==> src/rtl/uart_tx_arbiter_if.sv <==
// Handshake bundle between the byte requesters, the arbiter and the UART transmitter.
// The arbiter takes the slave side; requesters and the transmitter drive the master side.
interface uart_tx_arbiter_if #(
  parameter int NUM_REQ = 4
);
  logic [NUM_REQ-1:0]   req_valid;
  logic [8*NUM_REQ-1:0] req_data;
  logic [NUM_REQ-1:0]   req_ready;
  logic                 tx_data_en;
  logic [7:0]           tx_data;
  logic                 txd_valid;

  modport master (
    output req_valid, req_data, txd_valid,
    input  req_ready, tx_data_en, tx_data
  );

  modport slave (
    input  req_valid, req_data, txd_valid,
    output req_ready, tx_data_en, tx_data
  );
endinterface

==> src/rtl/uart_tx_arbiter.sv <==
// Round-robin arbiter sharing one UART transmitter among NUM_REQ byte sources,
// pacing the transmitter's level-sensitive enable around each full frame.
module uart_tx_arbiter #(
  parameter int NUM_REQ    = 4,
  parameter int GAP_CYCLES = 32,
  parameter int START_TO   = 64
) (
  input  logic                       clk,
  input  logic                       rst_n,
  uart_tx_arbiter_if.slave           bus,
  output logic [$clog2(NUM_REQ)-1:0] grant_id,
  output logic                       busy,
  output logic                       err_timeout
);
  localparam int PW   = $clog2(NUM_REQ);
  localparam int CMAX = (GAP_CYCLES > START_TO) ? GAP_CYCLES : START_TO;
  localparam int CW   = $clog2(CMAX) + 1;
  localparam logic [CW-1:0] START_LAST = CW'(START_TO - 1);
  localparam logic [CW-1:0] GAP_LAST   = CW'(GAP_CYCLES - 1);

  typedef enum logic [1:0] {IDLE, START, WAIT_DONE, GAP} state_t;

  state_t             state, state_d;
  logic [PW-1:0]      ptr, ptr_d;
  logic [PW-1:0]      winner, grant_d;
  logic [PW:0]        idx;
  logic               found;
  logic [CW-1:0]      cnt, cnt_d;
  logic [NUM_REQ-1:0] ready_d;
  logic               en_d, err_d;
  logic [7:0]         data_d;
  logic [7:0]         req_bytes [NUM_REQ];

  for (genvar g = 0; g < NUM_REQ; g++) begin : g_unpack
    assign req_bytes[g] = bus.req_data[8*g +: 8];
  end

  // First valid requester scanning ptr, ptr+1, ... with wrap at NUM_REQ.
  always_comb begin
    found  = 1'b0;
    winner = '0;
    idx    = '0;
    for (int unsigned k = 0; k < NUM_REQ; k++) begin
      idx = {1'b0, ptr} + (PW+1)'(k);
      if (idx >= (PW+1)'(NUM_REQ)) idx = idx - (PW+1)'(NUM_REQ);
      if (!found && bus.req_valid[idx[PW-1:0]]) begin
        found  = 1'b1;
        winner = idx[PW-1:0];
      end
    end
  end

  always_comb begin
    state_d = state;
    ptr_d   = ptr;
    cnt_d   = cnt;
    ready_d = '0;
    en_d    = bus.tx_data_en;
    err_d   = 1'b0;
    data_d  = bus.tx_data;
    grant_d = grant_id;
    unique case (state)
      IDLE: begin
        en_d = 1'b0;
        if (found) begin
          ready_d[winner] = 1'b1;
          data_d          = req_bytes[winner];
          grant_d         = winner;
          ptr_d           = (winner == PW'(NUM_REQ - 1)) ? '0 : winner + 1'b1;
          cnt_d           = '0;
          state_d         = START;
        end
      end
      START: begin
        // Enable rises on the first START cycle; the timeout counts only enabled cycles.
        if (bus.txd_valid) begin
          en_d    = 1'b0;
          state_d = WAIT_DONE;
        end else if (!bus.tx_data_en) begin
          en_d = 1'b1;
        end else if (cnt == START_LAST) begin
          en_d    = 1'b0;
          err_d   = 1'b1;
          cnt_d   = '0;
          state_d = GAP;
        end else begin
          cnt_d = cnt + 1'b1;
        end
      end
      WAIT_DONE: begin
        en_d = 1'b0;
        if (!bus.txd_valid) begin
          cnt_d   = '0;
          state_d = GAP;
        end
      end
      GAP: begin
        en_d = 1'b0;
        if (cnt == GAP_LAST) state_d = IDLE;
        else                 cnt_d   = cnt + 1'b1;
      end
    endcase
  end

  always_ff @(posedge clk or negedge rst_n) begin
    if (!rst_n) begin
      state          <= IDLE;
      ptr            <= '0;
      cnt            <= '0;
      bus.req_ready  <= '0;
      bus.tx_data_en <= 1'b0;
      bus.tx_data    <= '0;
      grant_id       <= '0;
      err_timeout    <= 1'b0;
    end else begin
      state          <= state_d;
      ptr            <= ptr_d;
      cnt            <= cnt_d;
      bus.req_ready  <= ready_d;
      bus.tx_data_en <= en_d;
      bus.tx_data    <= data_d;
      grant_id       <= grant_d;
      err_timeout    <= err_d;
    end
  end

  assign busy = (state != IDLE);
endmodule
==> src/flat_wrapper.sv <==
// flat-port wrapper written by rule: the top's interface ports become plain ports
module uart_tx_arbiter_flat 
#(
  parameter int NUM_REQ    = 4,
  parameter int GAP_CYCLES = 32,
  parameter int START_TO   = 64
)
  (clk, rst_n, grant_id, busy, err_timeout, bus_req_valid, bus_req_data, bus_txd_valid, bus_req_ready, bus_tx_data_en, bus_tx_data);
  uart_tx_arbiter_if #(.NUM_REQ(NUM_REQ)) bus_i ();
  input  logic clk;
  input  logic rst_n;
  output logic [$clog2(NUM_REQ)-1:0] grant_id;
  output logic busy;
  output logic err_timeout;
  input wire logic [$bits(bus_i.req_valid)-1:0] bus_req_valid;
  input wire logic [$bits(bus_i.req_data)-1:0] bus_req_data;
  input wire logic [$bits(bus_i.txd_valid)-1:0] bus_txd_valid;
  output wire logic [$bits(bus_i.req_ready)-1:0] bus_req_ready;
  output wire logic [$bits(bus_i.tx_data_en)-1:0] bus_tx_data_en;
  output wire logic [$bits(bus_i.tx_data)-1:0] bus_tx_data;
  assign bus_i.req_valid = bus_req_valid;
  assign bus_i.req_data = bus_req_data;
  assign bus_i.txd_valid = bus_txd_valid;
  assign bus_req_ready = bus_i.req_ready;
  assign bus_tx_data_en = bus_i.tx_data_en;
  assign bus_tx_data = bus_i.tx_data;
  uart_tx_arbiter #(.NUM_REQ(NUM_REQ), .GAP_CYCLES(GAP_CYCLES), .START_TO(START_TO)) u_core (.clk(clk), .rst_n(rst_n), .bus(bus_i), .grant_id(grant_id), .busy(busy), .err_timeout(err_timeout));
endmodule
==> config.mk <==
export PLATFORM = sky130hd
export DESIGN_NAME = uart_tx_arbiter_flat
export DESIGN_NICKNAME = d
export VERILOG_FILES = /design/src/rtl/uart_tx_arbiter_if.sv /design/src/rtl/uart_tx_arbiter.sv /design/src/flat_wrapper.sv
export SDC_FILE = /design/constraint.sdc
export NUM_CORES = 1
export LEC_CHECK = 0
export BUFFER_PORTS_ARGS = -buffer_cell sky130_fd_sc_hd__clkbuf_2
export CAP_MARGIN = 20
export CORE_MARGIN = 4
export CORE_UTILIZATION = 30
export DETAILED_ROUTE_END_ITERATION = 6
export PLACE_DENSITY = 0.62
export SYNTH_ARGS = -nofsm -noshare
export SYNTH_HDL_FRONTEND = slang
export SYNTH_SLANG_ARGS = --single-unit
==> constraint.sdc <==
create_clock -name clk -period 2.4 [get_ports clk]
set_input_delay 0.24 -clock clk [delete_from_list [all_inputs] [get_ports clk]]
set_output_delay 0.24 -clock clk [all_outputs]
set_load 0.1 [all_outputs]
# After elaboration in Yosys (flattened, before gate mapping)
# Index checks and enable logic that the tools add are counted.
# Widths: inputs -> output; s select.
[classes] add_sub_neg=9 multipliers=0 div=0 order_cmp=11 eq_ne=14 n_shift=0 muxes=50 bitwise=1 reduce_logical=13
[ops] op="$mux 7" n=6
[ops] op="$mux 2" n=15
[ops] op="$pmux 7 s4" n=1
[ops] op="$bmux 8 s2" n=1
[ops] op="$mux 1" n=16
[ops] op="$mux 8" n=2
[ops] op="$lt 2x3->1 const B" n=5
[ops] op="$ge 3x3->1 const B" n=4
[ops] op="$reduce_and 5->1" n=2
[ops] op="$bmux 1 s2" n=4
[ops] op="$mux 4" n=2
[ops] op="$pmux 2 s4" n=1
[ops] op="$sub 2x1->2 const B" n=4
[ops] op="$add 7x1->7 const B" n=1
[ops] op="$eq 7x5->1 const B" n=1
[ops] op="$eq 7x6->1 const B" n=1
[ops] op="$add 2x2->3 const B" n=2
[ops] op="$eq 2x2->1 const B" n=3
[ops] op="$ne 2x1->1 const B" n=3
[ops] op="$ne 2x2->1 const B" n=3
[ops] op="$ne 3x2->1 const B" n=2
[ops] op="$logic_and 1x1->1" n=4
[ops] op="$add 2x1->3 const B" n=1
[ops] op="$ge 2x3->1 const B" n=1
[ops] op="other kinds (11)" n=13
[totals] ff_bits=27 latch_bits=0 ramBits=0 romBits=0 in_bits=39 output_inout_bits=17 wordCells=106 mem_count=0

# Depth between registers and ports, before layout
[logic_depth] ltp_word=20 mapped_depth=10 mapped_depth_nobuf=7

# Worst setup path before layout
# Ideal clock, no wire load.
[synth_path] path_kind="reg-to-reg" from="reg u_core.bus.tx_data_en" to="reg u_core.cnt[5]" arrival_ns=2.032 t_required_ns=2.313 setup_slack_ns=0.282 stages_incl_launch_ff=6 path_buffers=0 cell_sequence="dfrtp_1 inv_1 o21ai_0 nand3_4 or4_1 o211ai_1"
[synth_via] elab_chain_len=2
[synth_rtl] element="from (decl)" line_no="uart_tx_arbiter_if.sv:20" rtl="output req_ready, tx_data_en, tx_data"
[synth_rtl] element="from (signal assigned)" line_no="uart_tx_arbiter.sv:120" rtl="bus.tx_data_en <= en_d;"
[synth_rtl] element="$ne 2x1->1 (no source line)"
[synth_rtl] element="$reduce_and 5->1 (no source line)"
[synth_rtl] element="to (signal assigned)" line_no="uart_tx_arbiter.sv:118" rtl="cnt <= cnt_d;"
[synth_rtl] element="to (decl)" line_no="uart_tx_arbiter.sv:28" rtl="logic [CW-1:0] cnt, cnt_d;"
# No other way between the ends.
# A chain may end at the register's enable or synchronous reset.

# Worst setup path in the final report
[layout_path] from="reg u_core.ptr[1]" to="reg u_core.bus.tx_data[0]"
[layout_via] elab_chain_len=18
[layout_rtl] element="from (decl)" line_no="uart_tx_arbiter.sv:24" rtl="logic [PW-1:0] ptr, ptr_d;"
[layout_rtl] element="from (signal assigned)" line_no="uart_tx_arbiter.sv:117" rtl="ptr <= ptr_d;"
[layout_rtl] element="parallel branches: the longest is 18 deep, another holds $add 2x1->3"
[layout_rtl] element="to (signal assigned)" line_no="uart_tx_arbiter.sv:121" rtl="bus.tx_data <= data_d;"
[layout_rtl] element="to (decl)" line_no="uart_tx_arbiter_if.sv:20"
# Parallel ways; which one is timed is not known. The select of a mux whose other input is x is not followed.

==> flow_summary.yaml <==
status:
  status: "complete, but fails checks"
  violations: "negative hold slack"
timing:
  setup_viol: 0
  finalSetupTns_ns: 0
  hold_violations: 17
  whs_ns: -0.003780
  tightest_slew_ns: 0.6882
  slew_headroom_pct: 54.12
  period_minus_slack_ns: 1.981
  fmax_ghz: 0.5048
  slew_viol_final: 0
  finClkSkew_ns: 0.004199
  fin_crit_sh_pct: 82.54
  rsz0062_at_grt: "no"
power:
  p_leak_nw: 0.9894
  swShare_pct: 57.74
  powerDensity_nw_per_um2: 1393
  internal_power_mw: 1.184
  power_frac_comb_pct: 64.9
  p_sw_mw: 1.618
  power_frac_seq_pct: 25.8
  design_power_total_mw: 2.802
  irDropWorstVdd_mv: 0.7249
  clkPwrFrac_pct: 9.3
floorplanning:
  die-area_um2: 6682
  pin_count: 56
  dieHeight_um: 81.75
  start_util_pct: 31.35
  rows: 26
  coreArea_um2: 5205
  dieWidth_um: 81.75
detailed_routing:
  routed_wl_um: 3800
  wl_per_cell_um: 12.88
  via_per_inst: 4.759
  postRouteAntennaNets: 0
  drt_iter0_drc: 49
  dr.pass1.iters: 4
  vias: 1404
  drc: 0
logic_synthesis:
  syn_avg_cell_area_um2: 9.712
  synth_compound_area_share_pct: 19.79
  yosys_warnings: 0
  synthAdderAreaFrac_pct: 4.601
  ys_types: 45
  synthArstFlopShare_pct: 100.0
  syn_nets: 213
  synth_ff_type: "dfrtp_1"
  synth-simple-area-share_pct: 23.47
  synth_edf_count: 0
  synth_top_family_by_area: "simple AND/OR/NAND/NOR gates"
  synth_mux_area_share_pct: 6.212
  synth_area_um2: 1632
  ys_seq_elements: 27
  synth_cells: 168
  synth_xor_area_share_pct: 0
  ys_seq_area_share_pct: 41.41
final_layout:
  area_delta_synth_final_pct: 23.24
  antennaDiodeCount: 0
  layout.nets: 271
  final-instance-count-excl-fill: 295
  drive_above_1_share_pct: 33.78
clock_network:
  clock_sinks: 27
  cts_buffer_depth: 2
  cts-htree-levels: 1
  clkTransAtPathRegs_ns: 0.09
  clock_latency_ns: 0.27
  ctsHoldBuffers: 0
  tritoncts: "built"
  cts_root_buffer: "clkbuf_8"
  cts_setup_buffers: 0
  cts_buffers: 3
  cts_resized: 0
worst_setup_path:
  crit_slowest_cell: "dfrtp_1"
  slowest_delay_ns: 0.51
  startpoint: "u_core.ptr[1]"
  timing.rr.end: "u_core.bus.tx_data[0]"
  critPathTopFamily: "flip-flops"
  path_cells: "mux2i_1, or2_1, nand3_2, buf_4, a211oi_1, a211oi_1"
  cp_num_cells: 6
  rr_worst_depth: 6
  path_buf_inv: 1
  critPathMaxFanout: 15
  crit_type: "register to register"
  endpoint: "u_core.bus.tx_data[0]"
  r2r_start: "u_core.ptr[1]"
  required_ns: 2.54
  end_kind: "register"
  cp.arrival_ns: 2.12
  start_kind: "register"
  crit_top_cell: "a211oi_1"
  rrSetupSlack_ns: 0.42
place:
  gp_congestion: 0.7479
  dpl.hpwl_um: 2989
  place_inst: 291
  portBuffers: 55
global_routing:
  grt.overflow.total: 0
  grt_use_total_pct: 12.08
  grt_start_max_net_pins: 28
  first_global_vias: 1406
  antenna_found_initial: 0
  grt_pass1_wl_um: 6403
hold_path:
  min_path_type: "primary input to async pin"
run:
  max-cap-violations: 0
## power by group through the flow
stage | Combinational, mW | Clock (mW) | Sequential, mW
after floorplan | 0.843 | 0 | 1.41
after global placement | 1.81 | 0 | 0.728
after detailed placement | 1.84 | 0 | 0.731
after CTS | 1.84 | 0.270 | 0.723
after global routing | 1.96 | 0.285 | 0.742
final | 1.82 | 0.260 | 0.724
## sequential cells by signal, indices dropped and copies added (netlist names)
register / count
u_core.err_timeout: 1
u_core.grant_id: 2
u_core.bus.req_ready: 4
u_core.state: 2
u_core.ptr: 2
u_core.bus.tx_data: 8
u_core.cnt: 7
u_core.bus.tx_data_en: 1
## per-layer routing
metal | up-vias | wire length, um | global-route usage [%]
met2 | 45 | 1687 | 19.79
met4 | 0 | 23 | 3.488
met5 | - | 0 | 0
li1 | 726 | - | -
met3 | 2 | 318 | 3.618
met1 | 631 | 1770 | 15.34
## how the worst min path moves through the flow
stage	from	end	slack (ns)	cells past startpoint
after floorplan	rst_n	u_core.bus.req_ready[0]	-0.06	0
after global placement	rst_n	u_core.cnt[3]	0.33	1
after detailed placement	rst_n	u_core.cnt[3]	0.33	1
after CTS	rst_n	u_core.cnt[3]	0.02	1
after global routing	rst_n	u_core.cnt[3]	0.05	1
final	rst_n	u_core.cnt[0]	-0.004	1
## per-stage QoR
stage / setup WS (ns) / utilization, % / hold WS [ns] / cell area [um2]
6_report: 0.4191 / 38.63 / -0.003780 / 2011
2_1_floorplan: 0.2815 / - / -0.05559 / 1632
4_1_cts: 0.4158 / 38.63 / 0.02463 / 2011
3_5_place_dp: 0.4320 / 37.76 / 0.3261 / 1966
3_3_place_gp: 0.5384 / 37.76 / 0.3254 / 1966
5_1_grt: 0.2858 / 38.63 / 0.05355 / 2011
## cells by family after synthesis
kind of cell,count (synthesis)
AOI/OAI and AO/OA,42
muxes,10
DFF,27
adders and majority gates,6
and+or+nand+nor,72
buffers and inverters,11
## area by class of cell
cell class,instances,area [um2]
repair buffers,58,297.8
inverters,6,22.52
fillers,536,3194
well taps,70,87.58
multi-input cells,130,882.1
clock buffers,4,45.04
flip-flops and latches,27,675.6
## Yosys cell counts (all sizes together), types with 2 or more instances
master,number,share of area (%)
nand2,21,4.8
inv,6,1.4
and2,2,0.77
nor2,18,4.3
buf,4,2.9
o41ai,2,1.5
mux2i,9,5.5
ha,6,4.6
o21ai,9,2.8
nand3b,2,1.2
nor3,11,3.7
nand3,5,2.9
a21oi,4,1.2
nand2b,5,1.9
a211oi,16,7.4
dfrtp,27,41
o31ai,4,2.1
or2,3,1.3
## worst reg2reg max path, delay by kind of cell (launching register included)
family                 cells  cell delay, ns
flip-flops                 1            0.51
multiplexers               1            0.26
AO/OA/AOI/OAI              2            0.34
buffers and inverters      1            0.29
AND/OR/NAND/NOR            2            0.44
## cell usage in the layout (no fill, tap or decap), types with 4 or more instances in the layout
cell | synthesis | layout
a211oi_1 | 16 | 16
a21oi_1 | 4 | 4
clkbuf_2 | 0 | 55
dfrtp_1 | 27 | 27
ha_1 | 6 | 6
inv_1 | 5 | 5
mux2i_1 | 9 | 9
nand2_1 | 21 | 21
nand2b_1 | 5 | 5
nor2_1 | 17 | 17
nor3_1 | 10 | 10
o21ai_0 | 8 | 8
No activity file was read; power rests on OpenSTA's default activity.
